## src/rtl/hcsr04_seq_pkg.sv

```systemverilog
// Shared constants for the HC-SR04 sequencer: state codes and the 50 MHz timing defaults.
package hcsr04_seq_pkg;

  localparam logic [3:0] ST_INICIAL       = 4'd0;
  localparam logic [3:0] ST_PREPARACAO    = 4'd1;
  localparam logic [3:0] ST_ENVIA_TRIGGER = 4'd2;
  localparam logic [3:0] ST_ESPERA_ECHO   = 4'd3;
  localparam logic [3:0] ST_MEDINDO       = 4'd4;
  localparam logic [3:0] ST_ARMAZENA      = 4'd5;
  localparam logic [3:0] ST_FINAL         = 4'd6;
  localparam logic [3:0] ST_ERRO          = 4'd7;

  // 10 us trigger and 30 ms echo budget at 50 MHz
  localparam int TRIG_CYCLES_DEF    = 500;
  localparam int TIMEOUT_CYCLES_DEF = 1_500_000;
  localparam int TIMER_W_DEF        = 22;

endpackage

```

## src/rtl/seq_timer.sv

```systemverilog
// Up-counter with synchronous clear and enable; fim flags count == limite.
module seq_timer #(
  parameter int TIMER_W = 22
) (
  input  logic               clock,
  input  logic               reset,
  input  logic               zera,
  input  logic               conta,
  input  logic [TIMER_W-1:0] limite,
  output logic               fim
);

  logic [TIMER_W-1:0] contagem_reg;

  // zera has priority so the FSM can clear on the same cycle it stops counting
  always_ff @(posedge clock or posedge reset) begin
    if (reset) begin
      contagem_reg <= '0;
    end else if (zera) begin
      contagem_reg <= '0;
    end else if (conta) begin
      contagem_reg <= contagem_reg + 1'b1;
    end
  end

  assign fim = (contagem_reg == limite);

endmodule

```

## src/rtl/hcsr04_seq.sv

```systemverilog
// HC-SR04 measurement sequencer: trigger pulse, echo wait, BCD distance latch.
// Define HCSR04_SEQ_TIMEOUT_EN to enable the echo timeout and the erro state.
module hcsr04_seq
  import hcsr04_seq_pkg::*;
#(
  parameter int TRIG_CYCLES    = TRIG_CYCLES_DEF,
  parameter int TIMEOUT_CYCLES = TIMEOUT_CYCLES_DEF,
  parameter int TIMER_W        = TIMER_W_DEF
) (
  input  logic        clock,
  input  logic        reset,
  input  logic        medir,
  input  logic        echo,
  input  logic        fim_cm,
  input  logic [11:0] distancia_bcd,
  output logic        trigger,
  output logic        zera_cm,
  output logic        echo_sinc,
  output logic [11:0] medida,
  output logic        pronto,
  output logic        timeout,
  output logic [3:0]  db_estado
);

  logic [3:0]         estado_reg;
  logic [3:0]         estado_next;
  logic [1:0]         echo_sync_reg;
  logic               timer_zera;
  logic               timer_conta;
  logic               timer_fim;
  logic               estouro;
  logic [TIMER_W-1:0] timer_limite;

  // echo is asynchronous to clock: two-flop synchronizer
  always_ff @(posedge clock or posedge reset) begin
    if (reset) begin
      echo_sync_reg <= 2'b00;
    end else begin
      echo_sync_reg <= {echo_sync_reg[0], echo};
    end
  end

  assign echo_sinc = echo_sync_reg[1];

  assign timer_limite = (estado_reg == ST_ENVIA_TRIGGER) ? TIMER_W'(TRIG_CYCLES - 1)
                                                         : TIMER_W'(TIMEOUT_CYCLES - 1);
  assign timer_zera   = (estado_reg == ST_PREPARACAO) ||
                        ((estado_reg == ST_ENVIA_TRIGGER) && timer_fim);

`ifdef HCSR04_SEQ_TIMEOUT_EN
  // one shared budget across espera_echo and medindo
  assign timer_conta = (estado_reg == ST_ENVIA_TRIGGER) ||
                       (estado_reg == ST_ESPERA_ECHO)   ||
                       (estado_reg == ST_MEDINDO);
  assign estouro     = timer_fim;
`else
  assign timer_conta = (estado_reg == ST_ENVIA_TRIGGER);
  assign estouro     = 1'b0;
`endif

  seq_timer #(
    .TIMER_W (TIMER_W)
  ) u_timer (
    .clock  (clock),
    .reset  (reset),
    .zera   (timer_zera),
    .conta  (timer_conta),
    .limite (timer_limite),
    .fim    (timer_fim)
  );

  always_comb begin
    estado_next = estado_reg;
    case (estado_reg)
      ST_INICIAL:       if (medir) estado_next = ST_PREPARACAO;
      ST_PREPARACAO:    estado_next = ST_ENVIA_TRIGGER;
      ST_ENVIA_TRIGGER: if (timer_fim) estado_next = ST_ESPERA_ECHO;
      ST_ESPERA_ECHO: begin
        if (echo_sinc)    estado_next = ST_MEDINDO;
        else if (estouro) estado_next = ST_ERRO;
      end
      // a result arriving on the timeout edge is still accepted
      ST_MEDINDO: begin
        if (fim_cm)       estado_next = ST_ARMAZENA;
        else if (estouro) estado_next = ST_ERRO;
      end
      ST_ARMAZENA:      estado_next = ST_FINAL;
      ST_FINAL:         estado_next = ST_INICIAL;
      ST_ERRO:          estado_next = ST_INICIAL;
      default:          estado_next = ST_INICIAL;
    endcase
  end

  always_ff @(posedge clock or posedge reset) begin
    if (reset) begin
      estado_reg <= ST_INICIAL;
    end else begin
      estado_reg <= estado_next;
    end
  end

  always_ff @(posedge clock or posedge reset) begin
    if (reset) begin
      medida <= 12'h000;
    end else if (estado_reg == ST_ARMAZENA) begin
      medida <= distancia_bcd;
    end
  end

  assign zera_cm   = (estado_reg == ST_PREPARACAO);
  assign trigger   = (estado_reg == ST_ENVIA_TRIGGER);
  assign pronto    = (estado_reg == ST_FINAL);
  assign db_estado = estado_reg;
`ifdef HCSR04_SEQ_TIMEOUT_EN
  assign timeout   = (estado_reg == ST_ERRO);
`else
  assign timeout   = 1'b0;
`endif

endmodule

```

## config.mk

```make
export PLATFORM = sky130hd
export DESIGN_NAME = hcsr04_seq
export DESIGN_NICKNAME = d
export VERILOG_FILES = /design/src/rtl/hcsr04_seq_pkg.sv /design/src/rtl/seq_timer.sv /design/src/rtl/hcsr04_seq.sv
export SDC_FILE = /design/constraint.sdc
export NUM_CORES = 1
export LEC_CHECK = 0
export BUFFER_PORTS_ARGS = -buffer_cell sky130_fd_sc_hd__buf_2
export CAP_MARGIN = 30
export CORE_UTILIZATION = 55
export DETAILED_ROUTE_END_ITERATION = 16
export HOLD_SLACK_MARGIN = 0.03
export PLACE_DENSITY_LB_ADDON = 0.15
export SLEW_MARGIN = 20
export SYNTH_ARGS = -nofsm -noshare
export SYNTH_HDL_FRONTEND = slang
export SYNTH_SLANG_ARGS = --single-unit
```

## constraint.sdc

```tcl
create_clock -name clock -period 2.47 [get_ports clock]
set_input_delay 0.3705 -clock clock [delete_from_list [all_inputs] [get_ports clock]]
set_output_delay 0.3705 -clock clock [all_outputs]
set_load 0.01 [all_outputs]
```

* Yosys cells after proc, flatten, opt, wreduce, memory -nomap -nowiden *
Cells that the tools add are included.
W data, S select, Z words.

operators by class
  muxes and demuxes = 8
  reductions and logical operators = 5
  equal/unequal tests = 11
  add/subtract/negate cells = 1

operators by type and width
  cell                     number
  $mux W22                 2
  $pmux W4 S6              1
  $add A22 B1 Y22 const B  1
  $eq A22 B21 Y1           1
  $mux W21                 1
  $mux W4                  4
  $eq A4 B3 Y1 const B     3
  $eq A4 B2 Y1 const B     2
  $ne A2 B2 Y1 const B     3
  $eq A4 B1 Y1 const B     1
  $logic_not A4 Y1         1
  $reduce_and A4 Y1        1
  $ne A2 B1 Y1 const B     1
  $reduce_bool A2 Y1       1
  $logic_and A1 B1 Y1      1
  $logic_or A1 B1 Y1       1

storage, ports and cells
  flip-flop bits (word level) = 40
  logic and storage cells = 29
  output and inout port bits = 21
  input port bits = 17

* Longest topological paths before layout *
  depth in word-level cells = 6
  gate-level depth with buffers = 6

* By module *
From an unflattened synthesis, not the netlist that was laid out.

unflattened totals
  cell total of the unflattened synthesis = 203
  area total of the unflattened synthesis = 2133.3 um^2

modules (own cells, without submodules)
  module      area each (um^2)  cells an instance  instances
  seq_timer   1381.3            149                1
  hcsr04_seq  752.0             54                 1

* Least setup slack after synthesis *
No wires, ideal clock.

  path type = register -> register
  from = reg u_timer.contagem_reg[19]
  to = reg u_timer.contagem_reg[21]
  library setup time = 0.130 ns
  path buffers = 1
  slack = 0.669 ns
  cell stages (with the launch flop) = 6
  data required time = 2.340 ns
  period minus slack after synthesis = 1.801 ns
  arrival time = 1.671 ns
  path through = dfrtp_1 -> or4b_1 -> or3_4 -> o21bai_4 -> buf_6 -> a21oi_1

between the ends
  cells in the longest elaborated chain, start to end = 4
  elaborated cells between the ends (all ways) = 7
  classes of those cells = 1 x add/sub; 1 x eq/ne; 2 x mux; 3 x reduce/logical

RTL lines
  what                                                                     RTL line         RTL
  from (decl)                                                              seq_timer.sv:13  logic [TIMER_W-1:0] contagem_reg;
  from (signal assigned)                                                   seq_timer.sv:22  contagem_reg <= contagem_reg + 1'b1;
  parallel branches: the longest is 4 deep, another holds $add A22 B1 Y22  n/a

Parallel ways; which one is timed is not known. The select of a mux whose other input is x is not followed.
A chain may end at the register's enable or synchronous reset.

* Worst setup path in the final report *
  from = reg estado_reg[0], in the netlist db_estado[0]
  to = reg u_timer.contagem_reg[0]

between the ends
  cells in the longest elaborated chain, start to end = 6
  elaborated cells between the ends (all ways) = 8
  classes of those cells = 3 x eq/ne; 2 x mux; 3 x reduce/logical

RTL lines
  what                                            RTL line                                              RTL
  from (decl)                                     hcsr04_seq.sv:25                                      logic [3:0] estado_reg;
  from (signal assigned)                          hcsr04_seq.sv:98                                      estado_reg <= estado_next;
  $eq A4 B2 Y1                                    hcsr04_seq.sv:45, hcsr04_seq.sv:48, hcsr04_seq.sv:57
  $mux W21                                        hcsr04_seq.sv:45                                      assign timer_limite = (estado_reg == ST_ENVIA_TRIGGER) ? TIMER_W'(TRIG_CYCLES - 1)
  $eq A22 B21 Y1                                  seq_timer.sv:26                                       assign fim = (contagem_reg == limite);
  $logic_and A1 B1 Y1                             hcsr04_seq.sv:48                                      ((estado_reg == ST_ENVIA_TRIGGER) && timer_fim);
  $logic_or A1 B1 Y1                              hcsr04_seq.sv:47                                      assign timer_zera = (estado_reg == ST_PREPARACAO) ||
  $mux W22 or $reduce_bool A2 Y1 (tied branches)  n/a

Several ways; a longest one is shown, not always the timed one.

==> results.tsv <==
stage	metric	value	unit
sta	worstMarginPinSlew	621.8	ps
sta	finalCriticalPeriod	2183	ps
logic_synthesis	yosysSeqAreaShare	0.4854	
place	placed_cell_area	2183	um2
setup_path	critPathRequiredTime	2700	ps
floorplanning	boundaryPins	38	
place	io_buffer_count	35	
cts	cts_root_buf	clkbuf_4	
cts	clk_latency	360	ps
drt	wl	4024	um
place	placed_cells	260	
logic_synthesis	ys_warn_count	0	
layout	fin_area	2261	um2
setup_path	end_kind	flip-flop	
cts	cts_tree	done	
cts	post-cts-setup-buffers	0	
layout	num_antenna_cells	0	
sta	hold_violations	0	
min_path	hp-class	primary input to flip-flop	
setup_path	crit_path_cell_trace	nor3b_1 -> nand4_1 -> nor4_1 -> o21ai_0	
run	maxCapViolCount	0	
floorplanning	die_width	62.47	um
setup_path	worst-path-max-fanout	18	
floorplanning	dieArea	3902	um2
global_routing	antenna_found_initial	0	
drt	ant_nets	0	
sta	setup_viol	0	
drt	drt_iter0_drc	140	
place	place_congestion	0.8509	
setup_path	critPathBufInv	0	
global_routing	grt_overflow	0	
power_and_ir_drop	power_density	472.3	nW/um2
setup_path	critPathLaunchType	flip-flop	
global_routing	grt_max_degree	35	
drt	via_per_inst	5.974	
sta	fmax	458.0	MHz
cts	cts.sinks	39	
cts	clock_path_buffers	2	
setup_path	crit_arrival	2410	ps
sta	maxSlewHeadroom	0.5855	
setup_path	critPathTopFamily	simple AND/OR/NAND/NOR gates	
cts	clk_pin_slew	120	ps
logic_synthesis	synthesis.area	2011	um2
sta	rsz0062_at_grt	no	
setup_path	critPathMaxStageDelay	630	ps
cts	htree_levels	2	
power_and_ir_drop	ir_worst_vdd	386.2	uV
layout	syn_to_final_growth	12.45	%
layout	fillers	258	
sta	final.period_utilization	0.8839	
floorplanning	die_height	62.47	um
logic_synthesis	syn_inst	190	
cts	cts_buffers	5	
drt	drt_pass1_iterations	4	
floorplanning	initial_core_util	0.5886	
global_routing	grtUsageTotal	0.2372	
drt	vias	1607	
sta	finClkSkew	18.81	ps
layout	layout_common_cells	39 x dfrtp_1, 35 x buf_2, 14 x a21oi_1	
run_status	status	complete, no violations	
drt	drc	0	
setup_path	crit_slowest_cell	dfrtp_1	
logic_synthesis	synth.distinct_cells	39	
power_and_ir_drop	p_leak	0.0009965	uW
global_routing	grt_first_pass_wirelength	7196	um
sta	drv_slew	0	
layout	layout_commonest_cell	dfrtp_1	
layout	stdcell_count	269	
logic_synthesis	ys_ff_latch	39	
setup_path	critPathKind	flip-flop to flip-flop	
power_and_ir_drop	fin_total_pwr	1068	uW
place	dpl.hpwl	2732	um
floorplanning	core	3416	um2
layout	regArea	975.9	um2
sta	tns	0	ps
logic_synthesis	avgSynthCellArea	10.58	um2
layout	drive_gt1_frac	0.2691	
drt	wl_per_cell	14.96	um
layout	multi_input_area	952.2	um2
floorplanning	num_rows	21	
layout	nets	240	
global_routing	grt_pass1_vias	1548	
layout	largest_reg_flops	22	
final cells by class:
| class | instances | area share |
|---|---|---|
| Sequential cell | 39 | 0.4317 |
| Multi-Input combinational cell | 136 | 0.4211 |
| Timing Repair Buffer | 38 | 0.08854 |
| Tap cell | 46 | 0.02546 |
| Clock buffer | 6 | 0.02269 |
| Clock inverter | 2 | 0.007194 |
| Inverter | 2 | 0.003320 |
power breakdown:
group          internal [uW]  leakage, uW  switching [uW]
sequential               650     0.000498            5.35
clock                    140    0.0000345             219
combinational           25.3     0.000464            28.2
routing by layer:
| layer | vias up | GRT usage | share of wire |
|---|---|---|---|
| met4 | 0 | 0.09884 | 0.018 |
| met3 | 8 | 0.06752 | 0.053 |
| met2 | 48 | 0.3614 | 0.47 |
| li1 | 775 | - | - |
| met1 | 776 | 0.3172 | 0.46 |
| met5 | - | 0 | 0 |
cell families after synthesis:
family	synth area share
AND/OR/NAND/NOR	0.2265
flip-flops	0.4854
AO/OA/AOI/OAI	0.1164
buffers and inverters	0.04294
multiplexers	0.07218
XOR/XNOR	0.04854
adder cells (fa/ha/maj)	0.006222
other	0.001865
cell usage after synthesis:
cell,number,area (um2)
a21o_1,2,15.01
a21oi_1,14,70.07
and2_1,3,18.77
and3_1,1,6.260
and3b_1,2,17.52
and4_1,3,26.28
buf_1,1,3.750
buf_2,3,15.01
buf_4,4,30.03
buf_6,1,11.26
clkbuf_1,5,18.77
conb_1,1,3.750
dfrtp_1,39,975.9
ha_1,1,12.51
inv_1,2,7.510
mux2_2,12,135.1
mux2i_1,1,10.01
nand2_1,9,33.78
nand2b_1,3,18.77
nand3_1,4,20.02
nand3b_1,2,15.01
nand4_1,8,50.05
nand4b_1,1,8.760
nor2_1,11,41.29
nor2b_1,1,6.260
nor3_1,3,15.01
nor3b_1,1,7.510
nor4_1,5,31.28
o21ai_0,8,40.04
o21bai_4,1,18.77
o31ai_1,12,90.09
or3_1,2,12.51
or3_4,1,11.26
or4_1,11,82.58
or4b_1,1,10.01
or4bb_1,2,22.52
xnor2_1,4,35.03
xor2_1,4,35.03
xor2_4,1,27.53
through the flow:
| stage | utilization | hold slack [ps] | setup WS [ps] |
|---|---|---|---|
| floorplan | - | 331.2 | 669.0 |
| global placement | 0.6392 | 279.5 | 384.5 |
| detailed placement | 0.6392 | 294.2 | 284.4 |
| CTS | 0.6619 | 91.69 | 263.6 |
| global route | 0.6619 | 81.61 | 118.0 |
| finish | 0.6619 | 105.6 | 286.7 |
path summary, 6_finish.rpt:
kind	to	cells after the start	slack, ps	start
max in group asynchronous	u_timer.contagem_reg[18]	4	1310	reset
worst min-delay path	echo_sync_reg[0]	1	110	echo
worst max-delay path	u_timer.contagem_reg[0]	4	290	db_estado[0]
worst max register to register	u_timer.contagem_reg[0]	4	290	db_estado[0]
min in group asynchronous	medida[0]	3	450	reset
worst min register to register	echo_sync_reg[1]	0	370	echo_sync_reg[0]
what timing repair did:
item,CTS,global route
gates resized for setup,0,0
hold buffers,1,0
endpoints found under the hold margin,5,0
Power figures use the tool's default switching activity.
